`src/rtl/datapath_function_unit.sv`:
```
// Execute stage behind the 8x16 register file. It takes the A/B read operands and a
// function select, and it returns a registered write-back beat (D_Data/DA/RW) plus status flags.
// ALU and shift ops finish in one edge. Multiply is a shift-add loop that runs for WORD_WIDTH
// iterations and holds BUSY high while it runs.
module datapath_function_unit #(
  parameter int WORD_WIDTH = 16,
  parameter int CNT_WIDTH  = 5
) (
  input  logic                  CLK,
  input  logic                  RST,
  input  logic                  START,
  input  logic [3:0]            FS,
  input  logic [WORD_WIDTH-1:0] A_Data,
  input  logic [WORD_WIDTH-1:0] B_Data,
  input  logic [2:0]            DA_In,
  input  logic                  WE_In,
  output logic                  BUSY,
  output logic [WORD_WIDTH-1:0] D_Data,
  output logic [2:0]            DA,
  output logic                  RW,
  output logic                  VALID,
  output logic                  V,
  output logic                  C,
  output logic                  N,
  output logic                  Z
);

  localparam int W = WORD_WIDTH;
  localparam logic ST_IDLE = 1'b0;
  localparam logic ST_MUL  = 1'b1;
  localparam logic [CNT_WIDTH-1:0] LAST_CNT = CNT_WIDTH'(W - 1);
  localparam logic [3:0] FS_MUL = 4'hF;

  // Control / multiply state
  logic                 r_state;
  logic [2*W-1:0]       r_mcand;
  logic [W-1:0]         r_mplier;
  logic [2*W-1:0]       r_acc;
  logic [CNT_WIDTH-1:0] r_cnt;
  logic [2:0]           r_da_lat;
  logic                 r_we_lat;

  // Output registers
  logic [W-1:0] r_d;
  logic [2:0]   r_da;
  logic         r_rw;
  logic         r_valid;
  logic         r_v, r_c, r_n, r_z;

  // Combinational ALU
  logic [W-1:0] w_beff;
  logic         w_cin;
  logic [W:0]   w_sum;
  logic [W-1:0] w_res;
  logic         w_c;
  logic         w_v;

  // Multiply step
  logic [2*W-1:0] w_addend;
  logic [2*W-1:0] w_acc_nxt;
  logic [W-1:0]   w_mul_lo;
  logic           w_mul_hi_nz;

  // Pick the effective second adder operand and carry-in for arithmetic ops 0-7
  always_comb begin
    w_beff = '0;
    w_cin  = 1'b0;
    case (FS)
      4'h1: w_cin = 1'b1;
      4'h2: w_beff = B_Data;
      4'h3: begin w_beff = B_Data;  w_cin = 1'b1; end
      4'h4: w_beff = ~B_Data;
      4'h5: begin w_beff = ~B_Data; w_cin = 1'b1; end
      4'h6: w_beff = '1;
      default: ;
    endcase
  end

  assign w_sum = {1'b0, A_Data} + {1'b0, w_beff} + {{W{1'b0}}, w_cin};

  // Result and carry/overflow for single-cycle ops; V compares the operand signs with the result sign
  always_comb begin
    w_res = '0;
    w_c   = 1'b0;
    w_v   = 1'b0;
    case (FS)
      4'h8: w_res = A_Data & B_Data;
      4'h9: w_res = A_Data | B_Data;
      4'hA: w_res = A_Data ^ B_Data;
      4'hB: w_res = ~A_Data;
      4'hC: w_res = B_Data;
      4'hD: begin w_res = {1'b0, B_Data[W-1:1]}; w_c = B_Data[0];   end
      4'hE: begin w_res = {B_Data[W-2:0], 1'b0}; w_c = B_Data[W-1]; end
      default: begin
        w_res = w_sum[W-1:0];
        w_c   = w_sum[W];
        w_v   = (A_Data[W-1] == w_beff[W-1]) && (w_sum[W-1] != A_Data[W-1]);
      end
    endcase
  end

  assign w_addend    = r_mplier[0] ? r_mcand : '0;
  assign w_acc_nxt   = r_acc + w_addend;
  assign w_mul_lo    = w_acc_nxt[W-1:0];
  assign w_mul_hi_nz = |w_acc_nxt[2*W-1:W];

  // Issue/multiply sequencing. The write-back and flags are registered here, and RW/VALID are one-cycle pulses.
  always_ff @(posedge CLK or posedge RST) begin
    if (RST) begin
      r_state  <= ST_IDLE;
      r_mcand  <= '0;
      r_mplier <= '0;
      r_acc    <= '0;
      r_cnt    <= '0;
      r_da_lat <= '0;
      r_we_lat <= 1'b0;
      r_d      <= '0;
      r_da     <= '0;
      r_rw     <= 1'b0;
      r_valid  <= 1'b0;
      r_v      <= 1'b0;
      r_c      <= 1'b0;
      r_n      <= 1'b0;
      r_z      <= 1'b0;
    end else begin
      r_rw    <= 1'b0;
      r_valid <= 1'b0;
      case (r_state)
        ST_IDLE: begin
          if (START) begin
            if (FS == FS_MUL) begin
              r_mcand  <= {{W{1'b0}}, A_Data};
              r_mplier <= B_Data;
              r_acc    <= '0;
              r_cnt    <= '0;
              r_da_lat <= DA_In;
              r_we_lat <= WE_In;
              r_state  <= ST_MUL;
            end else begin
              r_d     <= w_res;
              r_da    <= DA_In;
              r_rw    <= WE_In;
              r_valid <= 1'b1;
              r_c     <= w_c;
              r_v     <= w_v;
              r_n     <= w_res[W-1];
              r_z     <= (w_res == '0);
            end
          end
        end
        default: begin
          // START is deliberately ignored here, including on the completing edge
          r_acc    <= w_acc_nxt;
          r_mcand  <= r_mcand << 1;
          r_mplier <= r_mplier >> 1;
          r_cnt    <= r_cnt + CNT_WIDTH'(1);
          if (r_cnt == LAST_CNT) begin
            r_d     <= w_mul_lo;
            r_da    <= r_da_lat;
            r_rw    <= r_we_lat;
            r_valid <= 1'b1;
            r_c     <= w_mul_hi_nz;
            r_v     <= w_mul_hi_nz;
            r_n     <= w_mul_lo[W-1];
            r_z     <= (w_mul_lo == '0);
            r_state <= ST_IDLE;
          end
        end
      endcase
    end
  end

  assign BUSY   = (r_state == ST_MUL);
  assign D_Data = r_d;
  assign DA     = r_da;
  assign RW     = r_rw;
  assign VALID  = r_valid;
  assign V      = r_v;
  assign C      = r_c;
  assign N      = r_n;
  assign Z      = r_z;

endmodule

```
`config.mk`:
```
export PLATFORM = sky130hd
export DESIGN_NAME = datapath_function_unit
export DESIGN_NICKNAME = d
export VERILOG_FILES = /design/src/rtl/datapath_function_unit.sv
export SDC_FILE = /design/constraint.sdc
export NUM_CORES = 1
export LEC_CHECK = 0
export CORE_MARGIN = 2
export CORE_UTILIZATION = 50
export CTS_BUF_LIST = sky130_fd_sc_hd__clkbuf_8
export DETAILED_ROUTE_END_ITERATION = 8
export PLACE_DENSITY = 0.76
export SKIP_LAST_GASP = 1
export SYNTH_ARGS = -nofsm -noshare
export SYNTH_HDL_FRONTEND = slang
export SYNTH_SLANG_ARGS = --single-unit
```
`constraint.sdc`:
```
create_clock -name CLK -period 3.3 [get_ports CLK]
set_input_delay 0.495 -clock CLK [delete_from_list [all_inputs] [get_ports CLK]]
set_output_delay 0.495 -clock CLK [all_outputs]
set_load 0.01 [all_outputs]
```
Word-level counts from Yosys, hierarchy flattened
Cells that the tools add are included.
{ "word_totals": {"out_inout_bits": 26, "elab_cells": 111, "regBits": 115, "inputBits": 43} }
{ "op_classes": {"n_addsub": 4, "n_bitwise": 6, "n_eq_ne": 19, "n_reduce_logical": 14, "n_mux": 53} }
{ "ops": {"columns": ["operator", "count"], "rows": [
  ["32-bit two-way mux", 7],
  ["16-bit two-way mux", 7],
  ["16-bit one-hot mux with 7 select lines", 1],
  ["16-bit one-hot mux with 3 select lines", 1],
  ["32-bit adder", 1],
  ["4-bit == test (second input constant)", 8],
  ["16-bit logical NOT", 2],
  ["16-bit inverter", 2],
  ["1-bit two-way mux", 29],
  ["16-bit by 16-bit adder with 17-bit output", 1],
  ["17-bit by 1-bit adder with 17-bit output", 1],
  ["16-bit bitwise AND", 1],
  ["16-bit bitwise OR", 1],
  ["16-bit OR reduction", 1],
  ["16-bit bitwise XOR", 1],
  ["5-bit two-way mux", 3],
  ["4-bit by 3-bit == test with 1-bit output (second input constant)", 3],
  ["3-bit two-way mux", 4],
  ["4-bit by 2-bit == test with 1-bit output (second input constant)", 2],
  ["7-bit OR reduction", 1],
  ["3-bit AND reduction", 2],
  ["5-bit by 1-bit adder with 5-bit output (second input constant)", 1],
  ["5-bit by 4-bit == test with 1-bit output (second input constant)", 1],
  ["5-bit OR reduction", 1],
  ["other kinds (12)", 14]
]} }

Logic depth before layout (Yosys ltp)
{ "depth": {"word_depth": 11, "depth_mapped": 18, "depth_no_buf": 17} }

Least setup slack after synthesis
No wires, ideal clock.
{ "synth_path": {"kind": "in2reg", "startpoint": "input port FS[0]", "endpoint": "register r_z (netlist: Z)", "path_stages": 15, "t_required_ns": 3.205, "path_buffers": 2, "slack_ns": -0.580, "setup_time_ns": 0.095, "t_arrival_ns": 3.784, "cell_sequence": "clkbuf_1 -> inv_1 -> o21ai_1 -> clkbuf_1 -> nor2_1 -> a21oi_1 -> nor2_1 -> ha_1 -> a211o_1 -> a2111oi_0 -> or2_2 -> xnor2_1 -> a2111oi_0 -> nand4_1 -> o31ai_1"} }
{ "synth_between": {"elab_chain_cells": 10, "word_cells_on_any_way": 28, "cone_classes": "add/sub: 2; eq/ne: 15; mux: 6; reduce/logical: 5"} }
{ "synth_rtl": {"columns": ["item", "line", "source"], "rows": [
  ["from (decl)", "12", "input logic [3:0] FS,"],
  ["4-bit by 3-bit == test with 1-bit output or 4-bit by 2-bit == test with 1-bit output (tied branches)", "68", "case (FS)"],
  ["2-bit OR reduction (no line)", null, null],
  ["16-bit one-hot mux with 3 select lines", "68", null],
  ["16-bit by 16-bit adder with 17-bit output", "79", "assign w_sum = {1'b0, A_Data} + {1'b0, w_beff} + {{W{1'b0}}, w_cin};"],
  ["17-bit by 1-bit adder with 17-bit output", "79", null],
  ["16-bit one-hot mux with 7 select lines", "86", "case (FS)"],
  ["16-bit logical NOT", "147", "r_z <= (w_res == '0);"],
  ["1-bit two-way mux", "131", "if (FS == FS_MUL) begin"],
  ["1-bit two-way mux", "130", "if (START) begin"],
  ["1-bit two-way mux", "128", "case (r_state)"],
  ["to (signal assigned)", "147", null],
  ["to (signal assigned)", "165", "r_z <= (w_mul_lo == '0);"],
  ["to (decl)", "48", "logic r_v, r_c, r_n, r_z;"]
]} }
Several ways; a longest one is shown, not always the timed one. The select of a mux whose other input is x is not followed.
A chain may end at the register's enable or synchronous reset.

Worst setup path in the final report
{ "layout_path": {"startpoint": "register r_mplier[0]", "endpoint": "register r_c (netlist: C)"} }
{ "layout_between": {"elab_chain_cells": 5} }
{ "layout_rtl": {"columns": ["item", "line", "source"], "rows": [
  ["from (decl)", "37", "logic [W-1:0] r_mplier;"],
  ["from (signal assigned)", "133", "r_mplier <= B_Data;"],
  ["from (signal assigned)", "155", "r_mplier <= r_mplier >> 1;"],
  ["32-bit two-way mux", "102", "assign w_addend = r_mplier[0] ? r_mcand : '0;"],
  ["32-bit adder", "103", "assign w_acc_nxt = r_acc + w_addend;"],
  ["16-bit OR reduction", "105", "assign w_mul_hi_nz = |w_acc_nxt[2*W-1:W];"],
  ["1-bit two-way mux", "157", "if (r_cnt == LAST_CNT) begin"],
  ["1-bit two-way mux", "128", null],
  ["to (signal assigned)", "144", "r_c <= w_c;"],
  ["to (signal assigned)", "162", "r_c <= w_mul_hi_nz;"],
  ["to (decl)", "48", null]
]} }
No other way between the ends. The select of a mux whose other input is x is not followed.

==> flow_metrics.tcl <==
set metrics [dict create \
    max_freq_ghz 0.281 \
    netlist_top_cells_count "nand2_1, dfrtp_1, o21ai_0" \
    synth-async-reset-ratio_pct 100 \
    portBuffers 68 \
    worst_path_largest_cell_delay_ns 0.54 \
    hold_viol 0 \
    gp_congestion 0.984 \
    post-route-worst-setup-slack_ns -0.263 \
    syn_to_final_growth_pct 43.1 \
    layout_min_cycle_time_ns 3.56 \
    place_hpwl_um 23100 \
    fin_area_mm2 0.0134 \
    crit_type "flip-flop to flip-flop" \
    htreeDepth 4 \
    rrSetupSlack_ns -0.26 \
    cts_buffer_depth 2 \
    rows 49 \
    clock_sinks 114 \
    crit_path_start "r_mplier[0]" \
    ir_drop_uv 385 \
    grt_max_degree 115 \
    crit_slowest_cell "dfrtp_2" \
    ctsRootBufferMaster "clkbuf_8" \
    cap_violations 0 \
    failed_checks "setup timing" \
    finalSetupViolations 7 \
    fp.dieH_um 141 \
    cp_common_cell "buf_4" \
    seq_area_frac_synth_pct 30.6 \
    first_iter_violations 840 \
    syn_area_per_cell_um2 7.97 \
    syn_area_mm2 0.00934 \
    p_total_w 0.00785 \
    die_area_mm2 0.0198 \
    grt_antenna_before_repair 0 \
    tritoncts "done" \
    core_region_area_mm2 0.0181 \
    path_clk_slew_ns 0.08 \
    synthTopCellsByArea "dfrtp_1, ha_1, nand2_1" \
    avgViaCountPerCell 6.04 \
    multi_input_area_mm2 0.00673 \
    vias 10317 \
    p_per_area_mw_per_mm2 587 \
    rr_worst_depth 17 \
    dpl-instance-area_mm2 0.0119 \
    yosysMostFrequentCell "nand2_1" \
    grt-ovfl-total 0 \
    ys_types 85 \
    diodes 0 \
    grt_setup_unrepaired "yes" \
    cp.required_ns 3.63 \
    synth.top_cell.area_share_pct 30.6 \
    synth_nets 1298 \
    regArea_mm2 0.00286 \
    synth_seq_cells 114 \
    wirelength_um 32500 \
    ys.flop_type "dfrtp_1" \
    tritoncts.num_buffers 17 \
    synth_edf_count 0 \
    fillCellCount 1344 \
    critPathLaunchType "flip-flop" \
    maxSlewViolCount 0 \
    drc 0 \
    r2r_start "r_mplier[0]" \
    crit_end "C" \
    synth_area_leader_cell "dfrtp_1" \
    nets 1591 \
    hp-class "flip-flop to flip-flop" \
    drtAntennaViolNets 0 \
    boundaryPins 69 \
    die_w_um 141 \
    yosys_warnings 0 \
    wire_per_inst_um 19.0 \
    grt_pass1_vias 10201 \
    worstPathCellList "buf_12, buf_16, and2_1, ha_4, buf_4, nand2_1, buf_4, nor2_2, nand2_1, o21ai_0, buf_4, a21oi_1, xnor2_1, a2111o_1, nor4_2, buf_4, nor2_1" \
    slew_headroom_pct 57.0 \
    start_util_pct 51.5 \
    cts-hold-fix-buffers 0 \
    fin_crit_sh_pct 108 \
    syn_inst 1172 \
    crit_arrival_ns 3.90 \
    tightest_slew_ns 0.636 \
    finClkSkew_ns 0.0216 \
    run_status "finished with violations" \
    rr_endpoint "C" \
    cp_max_fo 8 \
    grt.total_usage_pct 32.6 \
    clk_latency_ns 0.46 \
    drive_gt1_share_pct 30.0 \
    grt_first_pass_wirelength_um 51700 \
    leakage_nw 6.23 \
    worst_setup_path_end_kind "flip-flop" \
    first_pass_iters 5 \
]
## through the flow
step / std cells / worst slack (ns) / utilization (%) / hold WS (ns) / TNS [ns]
after floorplan: 1172 / -0.194 / - / 0.450 / -0.329
after global placement: 1642 / -0.784 / 65.7 / 0.461 / -7.73
after detailed placement: 1642 / -0.847 / 65.7 / 0.470 / -8.86
after CTS: 1695 / -0.193 / 71.8 / 0.485 / -0.380
after global routing: 1707 / -0.419 / 73.6 / 0.499 / -1.74
final: 1707 / -0.263 / 73.6 / 0.484 / -0.805
## registers in the layout, indices dropped and copies added (netlist names), 3 cells and up
name	count
r_mplier	16
DA	3
r_mcand	32
r_da_lat	3
D_Data	16
r_cnt	5
r_acc	32
## repair_timing
item	4_1_cts	5_1_grt
gates cloned	2	0
pin swaps	46	30
resized for setup	103	59
endpoints found under the setup margin	13	13
buffers inserted	19	14
## worst min-delay path by stage
stage | endpoint | cells after the start | start
6_report | r_mplier[3] | 2 | r_mplier[4]
5_1_grt | r_mplier[3] | 2 | r_mplier[4]
4_1_cts | r_mplier[3] | 2 | r_mplier[4]
3_5_place_dp | DA[2] | 2 | DA[2]
3_3_place_gp | DA[2] | 2 | DA[2]
2_1_floorplan | r_mplier[0] | 2 | r_mplier[1]
## final cells by class
cell class,count,area share [%]
well taps,229,2.14
inverters,53,1.54
multi-input cells,939,50.4
repair buffers,340,21.3
flip-flops and latches,114,21.4
clock inverters,14,1.42
clock buffers,18,1.85
## power by group
group / internal, W / switching, W / total, W
clock network: 0.000793 / 0.000700 / 0.00149
logic: 0.00193 / 0.00205 / 0.00398
registers: 0.00193 / 0.000445 / 0.00237
total: 0.00466 / 0.00319 / 0.00785
## metal layers
metal | track usage (%) | up-vias | wire (µm)
met5 | 0 | - | 0
met2 | 54.5 | 432 | 15500
met1 | 42.6 | 4963 | 13700
li1 | - | 4827 | -
met3 | 5.23 | 95 | 2160
met4 | 12.7 | 0 | 1140
## placed cells by master, fill, tap and decap left out, types with 11 or more instances in the layout
cell type / instances
o21a_1: 15
ha_1: 65
nor3_1: 11
a21o_1: 12
xnor2_1: 14
buf_4: 259
o21ai_0: 99
mux2i_1: 15
and2_1: 25
nand4_1: 13
inv_1: 48
dfrtp_1: 112
nand3_1: 13
a21oi_2: 15
nor2_1: 99
clkbuf_8: 18
nand2_1: 174
ha_4: 15
o211ai_1: 12
clkdlybuf4s50_1: 63
a21oi_1: 81
a22o_1: 12
xor2_1: 16
## worst max-delay path, delay by kind of cell (launching register included)
family,cells,cell delay [ns]
buffers and inverters,6,0.99
AND/OR/NAND/NOR,6,0.74
AO/OA/AOI/OAI,3,0.71
flip-flops,1,0.54
adder cells (fa/ha/maj),1,0.28
XOR/XNOR,1,0.18
## cells by family after synthesis
group                    after synthesis  synth area share, %
AO/OA/AOI/OAI                        384                 26.4
XOR/XNOR                              34                 3.19
adder cells (fa/ha/maj)               83                 11.4
buffers and inverters                119                 5.11
flip-flops                           114                 30.6
multiplexers                          22                 2.69
AND/OR/NAND/NOR                      416                 20.7
Power figures use the tool's default switching activity.
